[config.mk]
export PLATFORM = sky130hd
export DESIGN_NAME = bin_to_bcd
export DESIGN_NICKNAME = d
export VERILOG_FILES = /design/src/rtl/bin_to_bcd_pkg.sv /design/src/rtl/bcd_digit_adj.sv /design/src/rtl/bin_to_bcd.sv
export SDC_FILE = /design/constraint.sdc
export NUM_CORES = 1
export LEC_CHECK = 0
export CAP_MARGIN = 20
export CORE_ASPECT_RATIO = 1.4
export CORE_MARGIN = 8
export CORE_UTILIZATION = 55
export CTS_BUF_LIST = sky130_fd_sc_hd__clkbuf_8 sky130_fd_sc_hd__clkbuf_16
export CTS_CLUSTER_SIZE = 40
export DETAILED_ROUTE_END_ITERATION = 10
export GPL_TIMING_DRIVEN = 0
export PLACE_DENSITY = 0.91
export SLEW_MARGIN = 20
export SYNTH_ARGS = -nofsm -noshare
export SYNTH_HDL_FRONTEND = slang
export SYNTH_SLANG_ARGS = --single-unit
[constraint.sdc]
create_clock -name clk -period 2.4 [get_ports clk]
set_input_delay 0.48 -clock clk [delete_from_list [all_inputs] [get_ports clk]]
set_output_delay 0.48 -clock clk [all_outputs]
set_load 0.02 [all_outputs]
[src/rtl/bin_to_bcd_pkg.sv]
`default_nettype none
// ============================================================================
//  Module      : bin_to_bcd_pkg
//  Description : Shared types and constants for the binary-to-BCD converter.
//  Revision    : 1.0 - initial release
// ============================================================================
package bin_to_bcd_pkg;

  // Width of one packed BCD digit
  localparam int BCD_W = 4;

  // Converter control states; encoding 2'd3 is unused and recovers to IDLE
  typedef enum logic [1:0] {
    ST_IDLE  = 2'd0,
    ST_SHIFT = 2'd1,
    ST_DONE  = 2'd2
  } state_t;

  // ceil(bw * log10(2)) in integer arithmetic: decimal digits needed for 2^bw-1
  function automatic int min_digits(input int bw);
    return (bw * 30103 + 99999) / 100000;
  endfunction

endpackage : bin_to_bcd_pkg
`default_nettype wire

[src/rtl/bcd_digit_adj.sv]
`default_nettype none
// ============================================================================
//  Module      : bcd_digit_adj
//  Description : Double-dabble digit correction: add 3 when the digit is >= 5
//                so the following left shift carries into the next digit.
//  Revision    : 1.0 - initial release
// ============================================================================
module bcd_digit_adj
  import bin_to_bcd_pkg::*;
(
  input  logic [BCD_W-1:0] i_digit,
  output logic [BCD_W-1:0] o_digit
);

  // Purely combinational correction of one digit
  always_comb begin
    o_digit = (i_digit >= 4'd5) ? (i_digit + 4'd3) : i_digit;
  end

endmodule : bcd_digit_adj
`default_nettype wire

[src/rtl/bin_to_bcd.sv]
`default_nettype none
// ============================================================================
//  Module      : bin_to_bcd
//  Description : Iterative double-dabble binary-to-BCD converter with a
//                valid/ready handshake on both sides. One bit is consumed per
//                SHIFT cycle; a final SHIFT cycle at terminal count publishes
//                the accumulator, so a result takes BIN_WIDTH+1 edges.
//  Revision    : 1.0 - initial release
// ============================================================================
module bin_to_bcd
  import bin_to_bcd_pkg::*;
#(
  parameter int BIN_WIDTH = 32,
  parameter int DIGITS    = 10
) (
  input  logic                        clk,
  input  logic                        rst_n,
  input  logic [BIN_WIDTH-1:0]        bin_in,
  input  logic                        vld_in,
  output logic                        rdy_in,
  output logic [BCD_W*DIGITS-1:0]     bcd_out,
  output logic [$clog2(DIGITS+1)-1:0] ndigits,
  output logic                        vld_out,
  input  logic                        rdy_out
);

  localparam int CNT_W = $clog2(BIN_WIDTH + 1);
  localparam int NDW   = $clog2(DIGITS + 1);
  localparam int ACC_W = BCD_W * DIGITS;

  // Too few digits would let the accumulator overflow, so refuse to build
  if (DIGITS < min_digits(BIN_WIDTH)) begin : g_param_check
    $error("bin_to_bcd: DIGITS too small for BIN_WIDTH");
  end

  state_t             r_state;
  state_t             w_next;
  logic [ACC_W-1:0]   r_acc;
  logic [BIN_WIDTH-1:0] r_sr;
  logic [CNT_W-1:0]   r_cnt;
  logic [ACC_W-1:0]   r_bcd;
  logic [NDW-1:0]     r_ndig;
  logic [ACC_W-1:0]   w_adj;
  logic [ACC_W-1:0]   w_acc_shift;
  logic [NDW-1:0]     w_ndig;
  logic               w_accept;
  logic               w_last;
  logic               w_unused_msb;

  // One correction cell per digit of the accumulator
  for (genvar gi = 0; gi < DIGITS; gi++) begin : g_digit
    bcd_digit_adj u_adj (
      .i_digit (r_acc[gi*BCD_W +: BCD_W]),
      .o_digit (w_adj[gi*BCD_W +: BCD_W])
    );
  end

  assign w_accept     = (r_state == ST_IDLE) && vld_in;
  assign w_last       = (r_cnt == CNT_W'(BIN_WIDTH));
  assign w_acc_shift  = {w_adj[ACC_W-2:0], r_sr[BIN_WIDTH-1]};
  // The top accumulator bit can never be set when DIGITS is sufficient
  assign w_unused_msb = w_adj[ACC_W-1];

  // Significant-digit count of the accumulator about to be published
  always_comb begin
    w_ndig = NDW'(1);
    for (int i = 0; i < DIGITS; i++) begin
      if (r_acc[i*BCD_W +: BCD_W] != '0) w_ndig = NDW'(i + 1);
    end
  end

  // State register
  always_ff @(posedge clk or negedge rst_n) begin
    if (!rst_n) r_state <= ST_IDLE;
    else        r_state <= w_next;
  end

  // Next-state logic
  always_comb begin
    w_next = ST_IDLE;
    case (r_state)
      ST_IDLE:  w_next = vld_in  ? ST_SHIFT : ST_IDLE;
      ST_SHIFT: w_next = w_last  ? ST_DONE  : ST_SHIFT;
      ST_DONE:  w_next = rdy_out ? ST_IDLE  : ST_DONE;
      default:  w_next = ST_IDLE;
    endcase
  end

  // Handshake outputs decoded from state
  always_comb begin
    rdy_in  = (r_state == ST_IDLE);
    vld_out = (r_state == ST_DONE);
  end

  // Datapath: load on accept, shift each SHIFT cycle, publish at terminal count
  always_ff @(posedge clk or negedge rst_n) begin
    if (!rst_n) begin
      r_acc  <= '0;
      r_sr   <= '0;
      r_cnt  <= '0;
      r_bcd  <= '0;
      r_ndig <= NDW'(1);
    end else if (w_accept) begin
      r_acc <= '0;
      r_sr  <= bin_in;
      r_cnt <= '0;
    end else if (r_state == ST_SHIFT) begin
      if (w_last) begin
        r_bcd  <= r_acc;
        r_ndig <= w_ndig;
      end else begin
        r_acc <= w_acc_shift;
        r_sr  <= {r_sr[BIN_WIDTH-2:0], 1'b0};
        r_cnt <= r_cnt + CNT_W'(1);
      end
    end
  end

  assign bcd_out = r_bcd;
  assign ndigits = r_ndig;

endmodule : bin_to_bcd
`default_nettype wire

**Word-level counts from Yosys, hierarchy flattened**

Cells that the tools add are included.

- Flip-flop bits (word level): 124
- Input port bits: 36
- Output and inout bits: 46
- Logic and storage cells: 78

- $add $sub $neg: 11
- Reduce and logical (&&, ||, !) cells: 14
- Equal/unequal tests: 4
- Bitwise logic cells: 1
- $lt $le $gt $ge: 10
- Multiplexer cells: 32

Operators with widths:

| kind | count |
|---|---|
| 40-bit 2-to-1 mux | 3 |
| 32-bit 2-to-1 mux | 3 |
| 4-bit 2-to-1 mux | 15 |
| 4-bit by 3-bit greater-or-equal comparator with 1-bit output, second input constant | 10 |
| 4-bit by 2-bit adder with 4-bit output, second input constant | 9 |
| 4-bit nonzero test | 9 |
| 6-bit 2-to-1 mux | 3 |
| 2-bit 2-to-1 mux | 4 |
| 6-bit by 1-bit adder with 6-bit output, second input constant | 1 |
| 6-bit == test, second input constant | 1 |
| 3-bit 2-to-1 mux | 2 |
| 2-bit one-hot mux with 3 select lines | 1 |
| 3-bit by 2-bit adder with 3-bit output, second input constant | 1 |
| 3-bit AND reduction | 1 |
| 2-bit by 1-bit == test with 1-bit output, second input constant | 1 |
| 2-bit == test, second input constant | 1 |
| 2-bit logical NOT | 1 |
| 2-bit != test, second input constant | 1 |
| 2-bit AND reduction | 1 |
| 2-bit nonzero test | 1 |
| 1-bit logical AND | 1 |
| 1-bit 2-to-1 mux | 1 |
| 1-bit NOT | 1 |

**Logic depth before layout (Yosys ltp)**

- Depth after elaboration: 10
- Mapped depth: 9
- Mapped depth without buffers: 7

**Cells and area by module**

A second synthesis with hierarchy kept.

- Cells, all modules: 716
- Area, all modules: 6279.8 µm²

Modules (own cells, without submodules):

| module | seq. area each (µm²) | cells each | times used | area each (µm²) |
|---|---|---|---|---|
| bin_to_bcd | 3104.2 | 556 | 1 | 5266.3 |
| bcd_digit_adj | 0.0 | 16 | 10 | 101.3 |

**Worst setup path after synthesis**

Ideal clock, no wire load.

- Path type: register to register
- From: register r_acc[4]
- To: register r_ndig[0], in the netlist ndigits[0]
- Setup time: 82 ps
- Buffers on the path: 0
- Setup slack: 575 ps
- Data arrival time: 1743 ps
- Data required time: 2318 ps
- Stages on the path, launching flop included: 7
- Period minus slack after synthesis: 1825 ps
- Cells stage by stage: dfrtp_1 inv_1 ha_1 or3b_2 a2111oi_0 o2111ai_1 o211ai_1

- Longest elaborated chain between the ends: 10

Ends and longest elaborated chain:

| item | RTL line | source |
|---|---|---|
| from (decl) | bin_to_bcd.sv:38 | `logic [ACC_W-1:0] r_acc;` |
| from (signal assigned) | bin_to_bcd.sv:112 | `r_acc <= w_acc_shift;` |
| 4-bit nonzero test | bin_to_bcd.sv:68 | `if (r_acc[i*BCD_W +: BCD_W] != '0) w_ndig = NDW'(i + 1);` |
| 2-bit 2-to-1 mux (2 in a row) | bin_to_bcd.sv:68 |  |
| 3-bit 2-to-1 mux | bin_to_bcd.sv:68 |  |
| 4-bit 2-to-1 mux (6 in a row) | bin_to_bcd.sv:68 |  |
| to (signal assigned) | bin_to_bcd.sv:110 | `r_ndig <= w_ndig;` |
| to (decl) | bin_to_bcd.sv:42 | `logic [NDW-1:0] r_ndig;` |

Every way passes these cells.
A chain may end at the register's enable or synchronous reset.

**Worst setup path after layout**

Ends and elaborated chain as after synthesis.

==> impl_metrics.tcl <==
set metrics [dict create \
    top_usage_layer "met2" \
    cts_resized 0 \
    clockRootBuffer "clkbuf_16" \
    wl_per_cell_microns 19.7 \
    grt_util_met1_pct 25.0 \
    post-place-cells 738 \
    synth_nets 576 \
    critPathRequiredTime_ps 2730 \
    synth_warnings 0 \
    met3_usage_pct 5.58 \
    drt_iter0_markers 278 \
    synth-edff-count 0 \
    instances_no_fill 770 \
    post-cts-setup-buffers 0 \
    grt_use_met2_pct 37.5 \
    cp_top_family "compound AO/OA/AOI/OAI gates" \
    grt_setup_unrepaired "false" \
    seqPwrFrac_pct 32.9 \
    status "finished clean" \
    synthTopCellsByArea "dfrtp_1 (52%), mux2_2 (5.8%), a221o_1 (5.1%), ha_1 (4.7%), o21ai_0 (4.2%)" \
    placementRows 44 \
    cp_slowest_cell "or3b_2" \
    cts.sinks 124 \
    max_freq_mhz 451 \
    numCtsBuffers 17 \
    p_clk_share_pct 24.3 \
    hold_path_class "in -> async" \
    period_minus_slack_ps 2220 \
    switching_share_pct 37.1 \
    clk_latency_ps 420 \
    p_int_mw 7.11 \
    grt_max_degree 70 \
    routed_wl_microns 15100 \
    relSlewSlack_pct 61.4 \
    area_growth_pct 28.1 \
    irDropWorstVdd_mv 0.864 \
    place.port_buffers 81 \
    htree_levels 4 \
    power_leakage_nw 3.45 \
    cts_tree "yes" \
    fin_crit_sh_pct 92.5 \
    ys_seq_area_share_pct 52.9 \
    viasPerCell 6.23 \
    grt_pass1_wl_microns 24700 \
    ys_ff_latch 124 \
    finalSetupViolations 0 \
    dominantRegCellSynth "dfrtp_1" \
    vias 4800 \
    yosys.area.top_type_share_pct 52.4 \
    endpoint_kind "flop" \
    tightest_slew_ps 579 \
    drc 0 \
    final.setup_skew_ps 7.76 \
    syn_avg_cell_area_sq_um 11.3 \
    antenna_found_initial 0 \
    die-area_sq_um 14300 \
    diodes 0 \
    max_stage_delay_ps 510 \
    gp_congestion 0.905 \
    clockBufferDepth 2 \
    antenna_left 0 \
    pwr-share-comb_pct 42.8 \
    drtPass1Iterations 5 \
    path_clk_slew_ps 60 \
    die_x_microns 103 \
    finish.utilization_pct 72.3 \
    yosys.area.top_type "dfrtp_1" \
    synth_cell_types 49 \
    p_per_area_nw_per_um2 1500 \
    synth_area_sq_um 5870 \
    boundaryPins 82 \
    cap_violations 0 \
    die_h_microns 138 \
    worst-path-buf-inv 1 \
    criticalPathCategory "reg -> reg" \
    finish.net_count 677 \
    ctsHoldBuffers 0 \
    async_flop_share_pct 100 \
    start_kind "flop" \
    grt_pass1_vias 5031 \
    layout-drive-gt1-share_pct 13.6 \
    crit_fanout 4 \
    crit_chain "inv_1 -> ha_1 -> or3b_2 -> a2111oi_0 -> o2111ai_1 -> o211ai_1" \
    crit_arrival_ps 2550 \
    initial_utilization_pct 56.4 \
    slew_violations 0 \
    synthCells 518 \
    p_switching_mw 4.19 \
    hold_viol_final 0 \
    hpwl_microns 10300 \
    coreArea_sq_um 10400 \
    gr-usage-all-layers_pct 22.3 \
    grt_overflow 0 \
]
## state kept, by name (all words and copies together) (netlist names)
signal	count
r_cnt	6
ndigits	4
bcd_out	40
r_sr	32
r_acc	40
r_state	2
## cell usage in the layout, fill, tap and decap left out, types with 2 or more instances in the layout
master / count
xor2_1: 8
o21ai_0: 49
dfrtp_1: 123
a32o_1: 9
mux2_2: 30
nand4_1: 3
buf_2: 7
nand2b_1: 12
and3_1: 31
nor2_1: 6
clkbuf_8: 2
nand2_1: 31
a21oi_1: 15
o22a_1: 2
o32ai_1: 8
nand3_1: 22
o211ai_1: 6
clkinv_2: 2
bufinv_16: 5
buf_4: 3
or3b_2: 3
a221o_1: 30
inv_1: 30
clkbuf_1: 16
xnor2_1: 11
nor3b_1: 7
clkdlybuf4s50_1: 80
o22ai_1: 3
ha_1: 22
o31ai_1: 10
clkbuf_16: 17
buf_6: 6
## stage by stage
step | power [mW] | TNS, ps | worst slack [ps] | hold WS (ps) | cell area (sq um)
3_3_place_gp | 8.11 | -456450 | -3700 | 463 | 6860
4_1_cts | 11.3 | 0 | 194 | 30.4 | 7520
2_1_floorplan | 6.74 | 0 | 575 | 184 | 5870
6_report | 11.3 | 0 | 181 | 19.1 | 7520
5_1_grt | 11.9 | 0 | 32.7 | 54.8 | 7520
3_5_place_dp | 8.43 | 0 | 72.7 | 467 | 6890
## power by group through the flow
stage	sequential, mW	combinational [mW]	clock [mW]
3_3_place_gp	3.64	4.47	0
3_5_place_dp	3.71	4.72	0
5_1_grt	3.81	5.24	2.85
6_report	3.72	4.83	2.75
4_1_cts	3.69	4.83	2.76
2_1_floorplan	3.89	2.85	0
## cells in the mapped netlist (2+ instances only)
master    number
buf_4          3
nor2_1         6
nand2b_1      12
a21oi_1       15
or3b_2         3
o32ai_1        8
nor3b_1        7
and3_1        31
a221o_1       30
dfrtp_1      123
clkbuf_1      16
buf_6          5
nand4_1        3
mux2_2        30
o22ai_1        3
nand2_1       31
o211ai_1       6
inv_1         24
buf_2          7
nand3_1       22
ha_1          22
xor2_1         8
xnor2_1       11
o21ai_0       49
a32o_1         9
o22a_1         2
o31ai_1       10
## layout make-up
type / instances / area (sq um)
Sequential cell: 124 / 3100
Fill cell: 650 / 2880
Multi-Input combinational cell: 336 / 2490
Timing Repair Buffer: 82 / 840
Clock buffer: 19 / 453
Clock inverter: 13 / 183
Buffer: 33 / 183
Tap cell: 138 / 173
Inverter: 25 / 93.8
## per-layer routing
layer	part of all wire (%)	routed length [microns]
met1	38	5720
met2	51	7750
met3	7.2	1090
met4	3.9	589
met5	0	0
## worst paths after layout
kind	from	endpoint	slack (ps)	depth (start not counted)
max	r_acc[4]$_DFFE_PN0P_	ndigits[0]$_DFFE_PN1P_	180	6
min reg2reg	bcd_out[16]$_DFFE_PN0P_	bcd_out[16]$_DFFE_PN0P_	480	2
min	rst_n	bcd_out[32]$_DFFE_PN0P_	20	1
max reg2reg	r_acc[4]$_DFFE_PN0P_	ndigits[0]$_DFFE_PN1P_	180	6
max in group asynchronous	rst_n	ndigits[0]$_DFFE_PN1P_	1670	2
min in group clk	bcd_out[16]$_DFFE_PN0P_	bcd_out[16]$_DFFE_PN0P_	480	2
## cell families after synthesis
family / after synthesis / share of synthesized area [%]
flops: 124 / 52.9
simple gates: 124 / 11.8
compound gates: 141 / 17.3
fa+ha+maj: 22 / 4.69
mux: 30 / 5.75
xor+xnor: 19 / 2.83
buf+inv: 58 / 4.71
Power figures use the tool's default switching activity.
